$ cat config.mk
export PLATFORM = sky130hd
export DESIGN_NAME = bp_update_ctrl
export DESIGN_NICKNAME = d
export VERILOG_FILES = /design/src/rtl/bp_update_ctrl.sv
export SDC_FILE = /design/constraint.sdc
export NUM_CORES = 1
export LEC_CHECK = 0
export BUFFER_PORTS_ARGS = -buffer_cell sky130_fd_sc_hd__buf_4
export CORE_MARGIN = 2
export CORE_UTILIZATION = 57
export CTS_CLUSTER_SIZE = 25
export DETAILED_ROUTE_END_ITERATION = 8
export PLACE_DENSITY_LB_ADDON = 0.05
export SYNTH_ARGS = -nofsm -noshare
export SYNTH_HDL_FRONTEND = slang
export SYNTH_SLANG_ARGS = --single-unit
$ cat constraint.sdc
create_clock -name clk -period 2.9 [get_ports clk]
set_input_delay 0.435 -clock clk [delete_from_list [all_inputs] [get_ports clk]]
set_output_delay 0.435 -clock clk [all_outputs]
set_load 0.01 [all_outputs]
$ cat src/rtl/bp_update_ctrl.sv
// Branch-predictor update sequencer.
// Buffers resolved branches in a small FIFO and performs a read-modify-write
// of each branch's 2-bit saturating counter through bp_cache read port 1 and
// the bp_cache write port. One update completes every two cycles.
module bp_update_ctrl #(
    parameter int unsigned AWIDTH = 30,
    parameter int unsigned DEPTH  = 4
) (
    input  logic              clk,
    input  logic              reset,
    input  logic              upd_valid,
    output logic              upd_ready,
    input  logic [AWIDTH-1:0] upd_pc,
    input  logic              upd_taken,
    output logic [AWIDTH-1:0] ra1,
    input  logic [1:0]        dout1,
    input  logic              hit1,
    output logic [AWIDTH-1:0] wa,
    output logic [1:0]        din,
    output logic              we,
    output logic              busy
);

    localparam int unsigned PW = (DEPTH > 1) ? $clog2(DEPTH) : 1;
    localparam int unsigned CW = PW + 1;

    localparam logic [1:0] ST_IDLE   = 2'd0;
    localparam logic [1:0] ST_LOOKUP = 2'd1;
    localparam logic [1:0] ST_WRITE  = 2'd2;

    logic [AWIDTH-1:0] r_fifo_pc [DEPTH];
    logic [DEPTH-1:0]  r_fifo_taken;
    logic [PW-1:0]     r_wr_ptr;
    logic [PW-1:0]     r_rd_ptr;
    logic [CW-1:0]     r_count;

    logic [1:0]        r_state;
    logic [1:0]        w_state_next;
    logic [AWIDTH-1:0] r_entry_pc;
    logic              r_entry_taken;
    logic [1:0]        r_cnt;
    logic [1:0]        w_cnt_next;

    logic              w_empty;
    logic              w_full;
    logic              w_push;
    logic              w_pop;

    assign w_empty   = (r_count == '0);
    assign w_full    = (r_count == CW'(DEPTH));
    assign upd_ready = !w_full;
    assign w_push    = upd_valid && !w_full;
    // The head is consumed whenever the FSM is ready to start a new RMW.
    assign w_pop     = !w_empty && ((r_state == ST_IDLE) || (r_state == ST_WRITE));

    // FIFO storage: data only, validity is tracked by r_count.
    always_ff @(posedge clk) begin
        if (w_push) begin
            r_fifo_pc[r_wr_ptr]    <= upd_pc;
            r_fifo_taken[r_wr_ptr] <= upd_taken;
        end
    end

    // FIFO pointers and occupancy; pointers wrap naturally (DEPTH is a power of 2).
    always_ff @(posedge clk or posedge reset) begin
        if (reset) begin
            r_wr_ptr <= '0;
            r_rd_ptr <= '0;
            r_count  <= '0;
        end else begin
            if (w_push) begin
                r_wr_ptr <= r_wr_ptr + PW'(1);
            end
            if (w_pop) begin
                r_rd_ptr <= r_rd_ptr + PW'(1);
            end
            case ({w_push, w_pop})
                2'b10:   r_count <= r_count + CW'(1);
                2'b01:   r_count <= r_count - CW'(1);
                default: r_count <= r_count;
            endcase
        end
    end

    // New counter value: saturating step on hit, weak-state allocate on miss.
    always_comb begin
        w_cnt_next = 2'b00;
        if (hit1) begin
            if (r_entry_taken) begin
                w_cnt_next = (dout1 == 2'b11) ? 2'b11 : dout1 + 2'd1;
            end else begin
                w_cnt_next = (dout1 == 2'b00) ? 2'b00 : dout1 - 2'd1;
            end
        end else begin
            w_cnt_next = r_entry_taken ? 2'b10 : 2'b01;
        end
    end

    // FSM next-state: IDLE -> LOOKUP -> WRITE -> (LOOKUP | IDLE).
    always_comb begin
        w_state_next = r_state;
        case (r_state)
            ST_IDLE:   w_state_next = w_empty ? ST_IDLE : ST_LOOKUP;
            ST_LOOKUP: w_state_next = ST_WRITE;
            ST_WRITE:  w_state_next = w_empty ? ST_IDLE : ST_LOOKUP;
            default:   w_state_next = ST_IDLE;
        endcase
    end

    // State, latched entry and computed counter.
    always_ff @(posedge clk or posedge reset) begin
        if (reset) begin
            r_state       <= ST_IDLE;
            r_entry_pc    <= '0;
            r_entry_taken <= 1'b0;
            r_cnt         <= 2'b00;
        end else begin
            r_state <= w_state_next;
            if (w_pop) begin
                r_entry_pc    <= r_fifo_pc[r_rd_ptr];
                r_entry_taken <= r_fifo_taken[r_rd_ptr];
            end
            if (r_state == ST_LOOKUP) begin
                r_cnt <= w_cnt_next;
            end
        end
    end

    // Cache-port outputs decode straight from state so reset kills a write at once.
    always_comb begin
        ra1  = '0;
        wa   = '0;
        din  = 2'b00;
        we   = 1'b0;
        if (r_state == ST_LOOKUP) begin
            ra1 = r_entry_pc;
        end
        if (r_state == ST_WRITE) begin
            we  = 1'b1;
            wa  = r_entry_pc;
            din = r_cnt;
        end
        busy = !w_empty || (r_state != ST_IDLE);
    end

endmodule

==> flow_metrics.py, run 1 <==
metrics = {
    "run_status": {
        "status": "complete, but fails checks",
        "violations": "DRC",
    },
    "logic_synthesis": {
        "synth_compound_area_share_pct": 0.5516,
        "synthSimpleGateAreaFrac_pct": 7.501,
        "synth_flop_cell": "edfxtp_1",
        "synth-edff-count": 124,
        "ys_seq_elements": 166,
        "synth_area_um2": 6805,
        "syn_inst": 355,
        "syn_area_per_cell_um2": 19.17,
        "synth_xor_area_share_pct": 0.7722,
        "yosys-top-cells-area": "edfxtp_1 (55%), dfrtp_1 (15%), mux4_2 (9.3%)",
        "synth_top_area_share_pct": 54.72,
        "syn-num-nets": 398,
        "synth_top_area_cell": "edfxtp_1",
        "synthAdderAreaFrac_pct": 1.213,
        "synth_top_family_by_area": "multiplexers",
        "synthMuxAreaShare_pct": 17.41,
        "yosysWarningCount": 0,
        "synth-async-reset-ratio_pct": 25.30,
        "ys_seq_area_share_pct": 70.16,
        "ys_types": 35,
    },
    "worst_setup_path": {
        "arrival_ns": 2.04,
        "crit_chain": "nand2b_1, inv_1, buf_4, and2_1, buf_4",
        "r2r_end": "r_count[2]$_DFFE_PP0P_",
        "rr_worst_depth": 9,
        "worstSetupPathDepth": 5,
        "r2r_setup_slack_ns": 0.70,
        "path_delay_family": "buffers and inverters",
        "cp.required_ns": 2.47,
        "slowest_stage": "dfrtp_1",
        "slowest_delay_ns": 0.48,
        "crit_top_cell": "buf_4",
        "crit_path_start": "r_state[0]$_DFF_PP0_",
        "critPathCaptureType": "primary output",
        "worstPathMaxFanout": 19,
        "reg2reg_from": "r_count[0]$_DFFE_PP0P_",
        "start_kind": "flop",
        "crit_type": "flop to primary output",
        "path_buf_inv": 3,
    },
    "clock_network": {
        "cts_resized": 0,
        "ctsHoldBuffers": 0,
        "cts_buffers": 17,
        "cts_root_buffer": "clkbuf_16",
        "cts.sinks": 166,
        "htree_levels": 4,
        "clk_pin_slew_worst_paths_ns": 0.06,
        "worstSkewPairLatency_ns": 0.41,
        "clk_path_buf_depth": 2,
        "tritoncts": "yes",
        "cts_setup_buffers": 0,
    },
    "detailed_routing": {
        "drt-initial-drc-count": 231,
        "wl_mm": 12.47,
        "vias": 3395,
        "drt_first_pass_iters": 7,
        "drt-wirelength-per-cell_um": 20.08,
        "highest_layer": "met4",
        "met3_length_um": 602,
        "ant_nets": 0,
        "vias_per_cell": 5.467,
        "m1WireLength_mm": 5.288,
        "wl_met2_mm": 6.450,
        "drcViolationCount": 8,
    },
    "placed_design": {
        "dpl_cell_area_um2": 7686,
        "gp_congestion": 0.7366,
        "dp_hpwl_mm": 7.202,
        "portBuffers": 101,
        "dp_worst_setup_slack_ns": 0.7168,
    },
    "global_route": {
        "antenna_found_initial": 0,
        "grt_pass1_vias": 3516,
        "grtUsageTotal_pct": 20.67,
        "grt_pass1_wl_mm": 19.23,
        "grt_max_degree": 43,
        "grt_overflow": 0,
    },
    "sta": {
        "rsz0062_at_grt": "false",
        "period_share_pct": 85.42,
        "fmax_ghz": 0.4037,
        "setup_violations": 0,
        "relSlewSlack_pct": 32.08,
        "period_minus_slack_ns": 2.477,
        "timing_worst_slew_pin_value_ns": 1.017,
        "slew_violations": 0,
        "finalSetupTns_ns": 0,
        "setup_ws_ns": 0.4228,
        "skew_ns": 0.008003,
        "hold_viol": 0,
    },
    "die": {
        "io-pin-count": 102,
        "design.core.area_um2": 11520,
        "initial_core_util_pct": 59.09,
        "die_width_um": 113.3,
        "rows": 39,
        "die_h_um": 113.3,
        "dieArea_um2": 12830,
    },
    "cells_and_area": {
        "seqCellArea_um2": 4777,
        "diodes": 0,
        "num-nets-final": 508,
        "multi_input_area_um2": 1881,
        "layout-drive-gt1-share_pct": 43.51,
        "area_delta_synth_final_pct": 21.88,
        "post-route-cell-area_um2": 8294,
        "fill_cells": 746,
    },
    "hold_path": {
        "hold_path_startpoint": "upd_pc[29]",
        "hp-class": "input port to flop",
        "hold_depth": 1,
        "holdPathEnd": "r_fifo_pc[2][29]$_DFFE_PP_",
    },
    "power": {
        "p_leak_nw": 3.295,
        "p_per_area_nw_per_um2": 1113,
        "peakVddDrop_v": 0.0005611,
    },
    "job": {
        "max_cap_violations": 0,
    },
}
## report_power, final
group	switching (mW)	internal [mW]	leakage, nW	total, mW
logic	1.34	1.83	1.37	3.17
clock network	0.882	1.41	0.298	2.29
registers	0.490	3.28	1.63	3.77
## per-layer routing
layer | track usage [%] | vias up
met2 | 35.09 | 91
met3 | 6.267 | 12
met5 | 0 | -
li1 | - | 1555
met1 | 26.24 | 1737
met4 | 5.610 | 0
## final cells by class
| type | count | share of cell area [%] |
|---|---|---|
| Clock buffer | 21 | 5.551 |
| Clock inverter | 11 | 1.780 |
| Inverter | 9 | 0.4073 |
| Multi-Input combinational cell | 164 | 22.67 |
| Sequential cell | 166 | 57.60 |
| Tap cell | 143 | 2.157 |
| Timing Repair Buffer | 107 | 9.836 |
## sequential cells by signal (all words and copies together), names as in the netlist
signal and flops:
r_cnt 2, r_count 3, r_entry_pc 30, r_entry_taken 1, r_fifo_pc 120, r_fifo_taken 4, r_rd_ptr 2, r_state 2
r_wr_ptr 2
## how the worst max path moves through the flow
stage / endpoint
3_3_place_gp: r_count[2]$_DFFE_PP0P_
2_1_floorplan: r_count[2]$_DFFE_PP0P_
5_1_grt: ra1[25]
6_report: ra1[25]
4_1_cts: ra1[27]
3_5_place_dp: r_count[2]$_DFFE_PP0P_
## cells in the final DEF (no fill, tap or decap), types with 2 or more instances in the layout
master | synthesis | final
a21oi_1 | 2 | 2
and2_1 | 62 | 62
and3_2 | 0 | 4
buf_4 | 3 | 106
bufinv_16 | 0 | 3
clkbuf_1 | 6 | 2
clkbuf_16 | 0 | 17
clkbuf_8 | 0 | 2
clkinv_2 | 0 | 3
dfrtp_1 | 42 | 40
dfrtp_2 | 0 | 2
edfxtp_1 | 124 | 124
ha_1 | 5 | 5
inv_1 | 9 | 8
inv_6 | 0 | 3
mux2_2 | 3 | 3
mux2_4 | 28 | 28
mux4_1 | 3 | 3
mux4_2 | 28 | 28
nand2_1 | 3 | 3
nand2b_1 | 3 | 3
nor2_1 | 3 | 3
xnor2_1 | 2 | 2
xor2_1 | 4 | 4
## cell usage after synthesis, types with 4 or more instances
master,n
and2_1,62
inv_1,9
dfrtp_1,42
xor2_1,4
and3_1,4
edfxtp_1,124
mux4_2,28
clkbuf_1,6
ha_1,5
mux2_4,28
## per-stage QoR
stage	hold slack (ns)	power (mW)	util, %	std cells
after global routing	0.1970	9.699	72.02	621
after CTS	0.2033	9.347	72.02	621
after global placement	0.4677	6.925	66.74	589
after detailed placement	0.4780	7.031	66.74	589
after floorplan	0.4402	5.968	-	355
final	0.2186	9.232	72.02	621
## logic make-up after synthesis
| kind of cell | Yosys count |
|---|---|
| AOI/OAI and AO/OA | 6 |
| xor gates and xnor gates | 6 |
| adders and majority gates | 6 |
| buffers and inverters | 25 |
| DFF | 166 |
| muxes | 64 |
| and+or+nand+nor | 82 |
## worst reg2reg max path: stages, from the launching register on
cell and delay, ns:
dfrtp_1 0.43, or3b_4 0.44, and2_4 0.19, inv_1 0.05, ha_1 0.17, inv_1 0.06, fa_1 0.37, xor2_1 0.15
nor2_1 0.11, xor2_1 0.16
No activity file was read; power rests on OpenSTA's default activity.
==> run 2: changes to the inputs <==
CORE_MARGIN = 3   (was 2)
==> flow_metrics.py, run 2 (synthesis results as in run 1) <==
metrics = {
    "run_status": {
        "status": "finished clean",
    },
    "cells_and_area": {
        "post-route-cell-area_um2": 8288,
        "reg_top3": "r_fifo_pc: 120 flops, r_entry_pc: 30 flops, r_fifo_taken: 4 flops",
        "diodes": 0,
        "finalNonFillerCells": 622,
        "top_register": "r_fifo_pc",
        "fill_cells": 732,
        "area_delta_synth_final_pct": 21.79,
        "num-nets-final": 509,
        "largest_reg_flops": 120,
        "final_cell_mix": "edfxtp_1 (124), buf_4 (108), and2_1 (62), dfrtp_1 (40)",
        "layout-drive-gt1-share_pct": 43.63,
        "layout_commonest_cell": "edfxtp_1",
    },
    "global_route": {
        "antenna_found_initial": 0,
        "grt_pass1_vias": 3557,
        "grt_pass1_wl_mm": 19.53,
        "grt_overflow": 0,
        "grt_max_degree": 33,
        "grtUsageTotal_pct": 20.37,
    },
    "clock_network": {
        "cts_resized": 0,
        "cts_root_buffer": "clkbuf_16",
        "clk_path_buf_depth": 2,
        "cts_buffers": 17,
        "cts.sinks": 166,
        "clk_pin_slew_worst_paths_ns": 0.06,
        "htree_levels": 4,
        "tritoncts": "yes",
        "cts_setup_buffers": 0,
        "worstSkewPairLatency_ns": 0.41,
        "ctsHoldBuffers": 0,
    },
    "worst_setup_path": {
        "cp.required_ns": 2.47,
        "reg2reg_from": "r_count[0]$_DFFE_PP0P_",
        "start_kind": "flop",
        "arrival_ns": 2.08,
        "critPathCaptureType": "primary output",
        "slowest_stage": "dfrtp_1",
        "crit_top_cell": "buf_4",
        "worstPathMaxFanout": 18,
        "crit_type": "flop to primary output",
        "r2r_end": "r_count[2]$_DFFE_PP0P_",
        "slowest_delay_ns": 0.48,
        "r2r_setup_slack_ns": 0.70,
        "path_buf_inv": 3,
        "rr_worst_depth": 9,
        "path_delay_family": "buffers and inverters",
        "crit_chain": "nand2b_1, inv_1, buf_4, and2_1, buf_4",
    },
    "placed_design": {
        "dpl_cell_area_um2": 7681,
        "dp.cells": 590,
        "dp_hpwl_mm": 7.516,
        "portBuffers": 101,
        "gp_congestion": 0.7205,
    },
    "die": {
        "io-pin-count": 102,
        "die_h_um": 115.3,
        "design.core.area_um2": 11560,
        "dieArea_um2": 13290,
        "initial_core_util_pct": 58.84,
        "die_width_um": 115.3,
        "rows": 39,
    },
    "job": {
        "max_cap_violations": 0,
    },
    "power": {
        "fin_total_pwr_mw": 9.170,
        "p_leak_nw": 3.297,
        "p_per_area_nw_per_um2": 1106,
        "peakVddDrop_v": 0.0006497,
    },
    "detailed_routing": {
        "drt-wirelength-per-cell_um": 20.04,
        "ant_nets": 0,
        "drcViolationCount": 0,
        "drt_first_pass_iters": 4,
        "vias": 3395,
        "drt-initial-drc-count": 187,
        "vias_per_cell": 5.458,
        "wl_mm": 12.46,
    },
    "sta": {
        "setup_violations": 0,
        "relSlewSlack_pct": 40.17,
        "timing_worst_slew_pin_value_ns": 0.8975,
        "slew_violations": 0,
        "hold_viol": 0,
        "skew_ns": 0.007865,
        "fmax_ghz": 0.3981,
        "timing.hold.ws_ns": 0.1463,
        "rsz0062_at_grt": "false",
        "period_minus_slack_ns": 2.512,
        "finalSetupTns_ns": 0,
        "period_share_pct": 86.61,
    },
    "hold_path": {
        "hp-class": "input port to asynchronous set/reset pin",
    },
}
[run 2: changes by cell type in the layout (fill, tap and decap cells not counted)]
cell | previous run | this run
buf_12 | 1 | 0
buf_4 | 106 | 108
bufinv_16 | 3 | 2
clkbuf_8 | 2 | 6
clkinv_4 | 1 | 0
inv_6 | 3 | 1
[run 2: worst register-to-register path: stages (launching register included)]
cell	delay (ns)
dfrtp_1	0.43
or3b_4	0.44
and2_4	0.19
inv_1	0.05
ha_1	0.17
inv_1	0.07
fa_1	0.38
xor2_1	0.15
nor2_1	0.11
xor2_1	0.15
[run 2: cell type report]
type	count	area (um2)	area share [%]
repair buffers	108	810.8	9.783
clock inverters	7	91.34	1.102
well taps	143	178.9	2.159
multi-input cells	164	1881	22.69
flip-flops and latches	166	4777	57.64
clock buffers	25	515.5	6.220
inverters	9	33.78	0.4076
[run 2: stage by stage]
step | util, % | setup WS, ns
6_report | 71.67 | 0.3883
5_1_grt | 71.67 | 0.1980
4_1_cts | 71.67 | 0.3472
3_5_place_dp | 66.42 | 0.7040
3_3_place_gp | 66.42 | 0.7749
2_1_floorplan | - | 0.7972
[run 2: how the worst max path moves through the flow]
stage | endpoint | depth (start not counted) | from | slack (ns)
6_report | ra1[22] | 5 | r_state[0]$_DFF_PP0_ | 0.39
3_3_place_gp | r_count[2]$_DFFE_PP0P_ | 9 | r_count[0]$_DFFE_PP0P_ | 0.77
2_1_floorplan | r_count[2]$_DFFE_PP0P_ | 9 | r_count[0]$_DFFE_PP0P_ | 0.80
4_1_cts | ra1[14] | 5 | r_state[0]$_DFF_PP0_ | 0.35
3_5_place_dp | r_count[2]$_DFFE_PP0P_ | 9 | r_count[0]$_DFFE_PP0P_ | 0.70
5_1_grt | ra1[19] | 5 | r_state[0]$_DFF_PP0_ | 0.20
[run 2: layer usage]
layer / global-route usage (%) / routed length, um
met2: 33.76 / 6476
met3: 5.684 / 663
met1: 26.55 / 5231
met5: 0 / 0
met4: 6.338 / 93
[run 2: where the power goes]
group	internal [mW]	switching, mW
Combinational	1.82	1.34
Sequential	3.28	0.480
Clock	1.41	0.846
Total	6.51	2.66
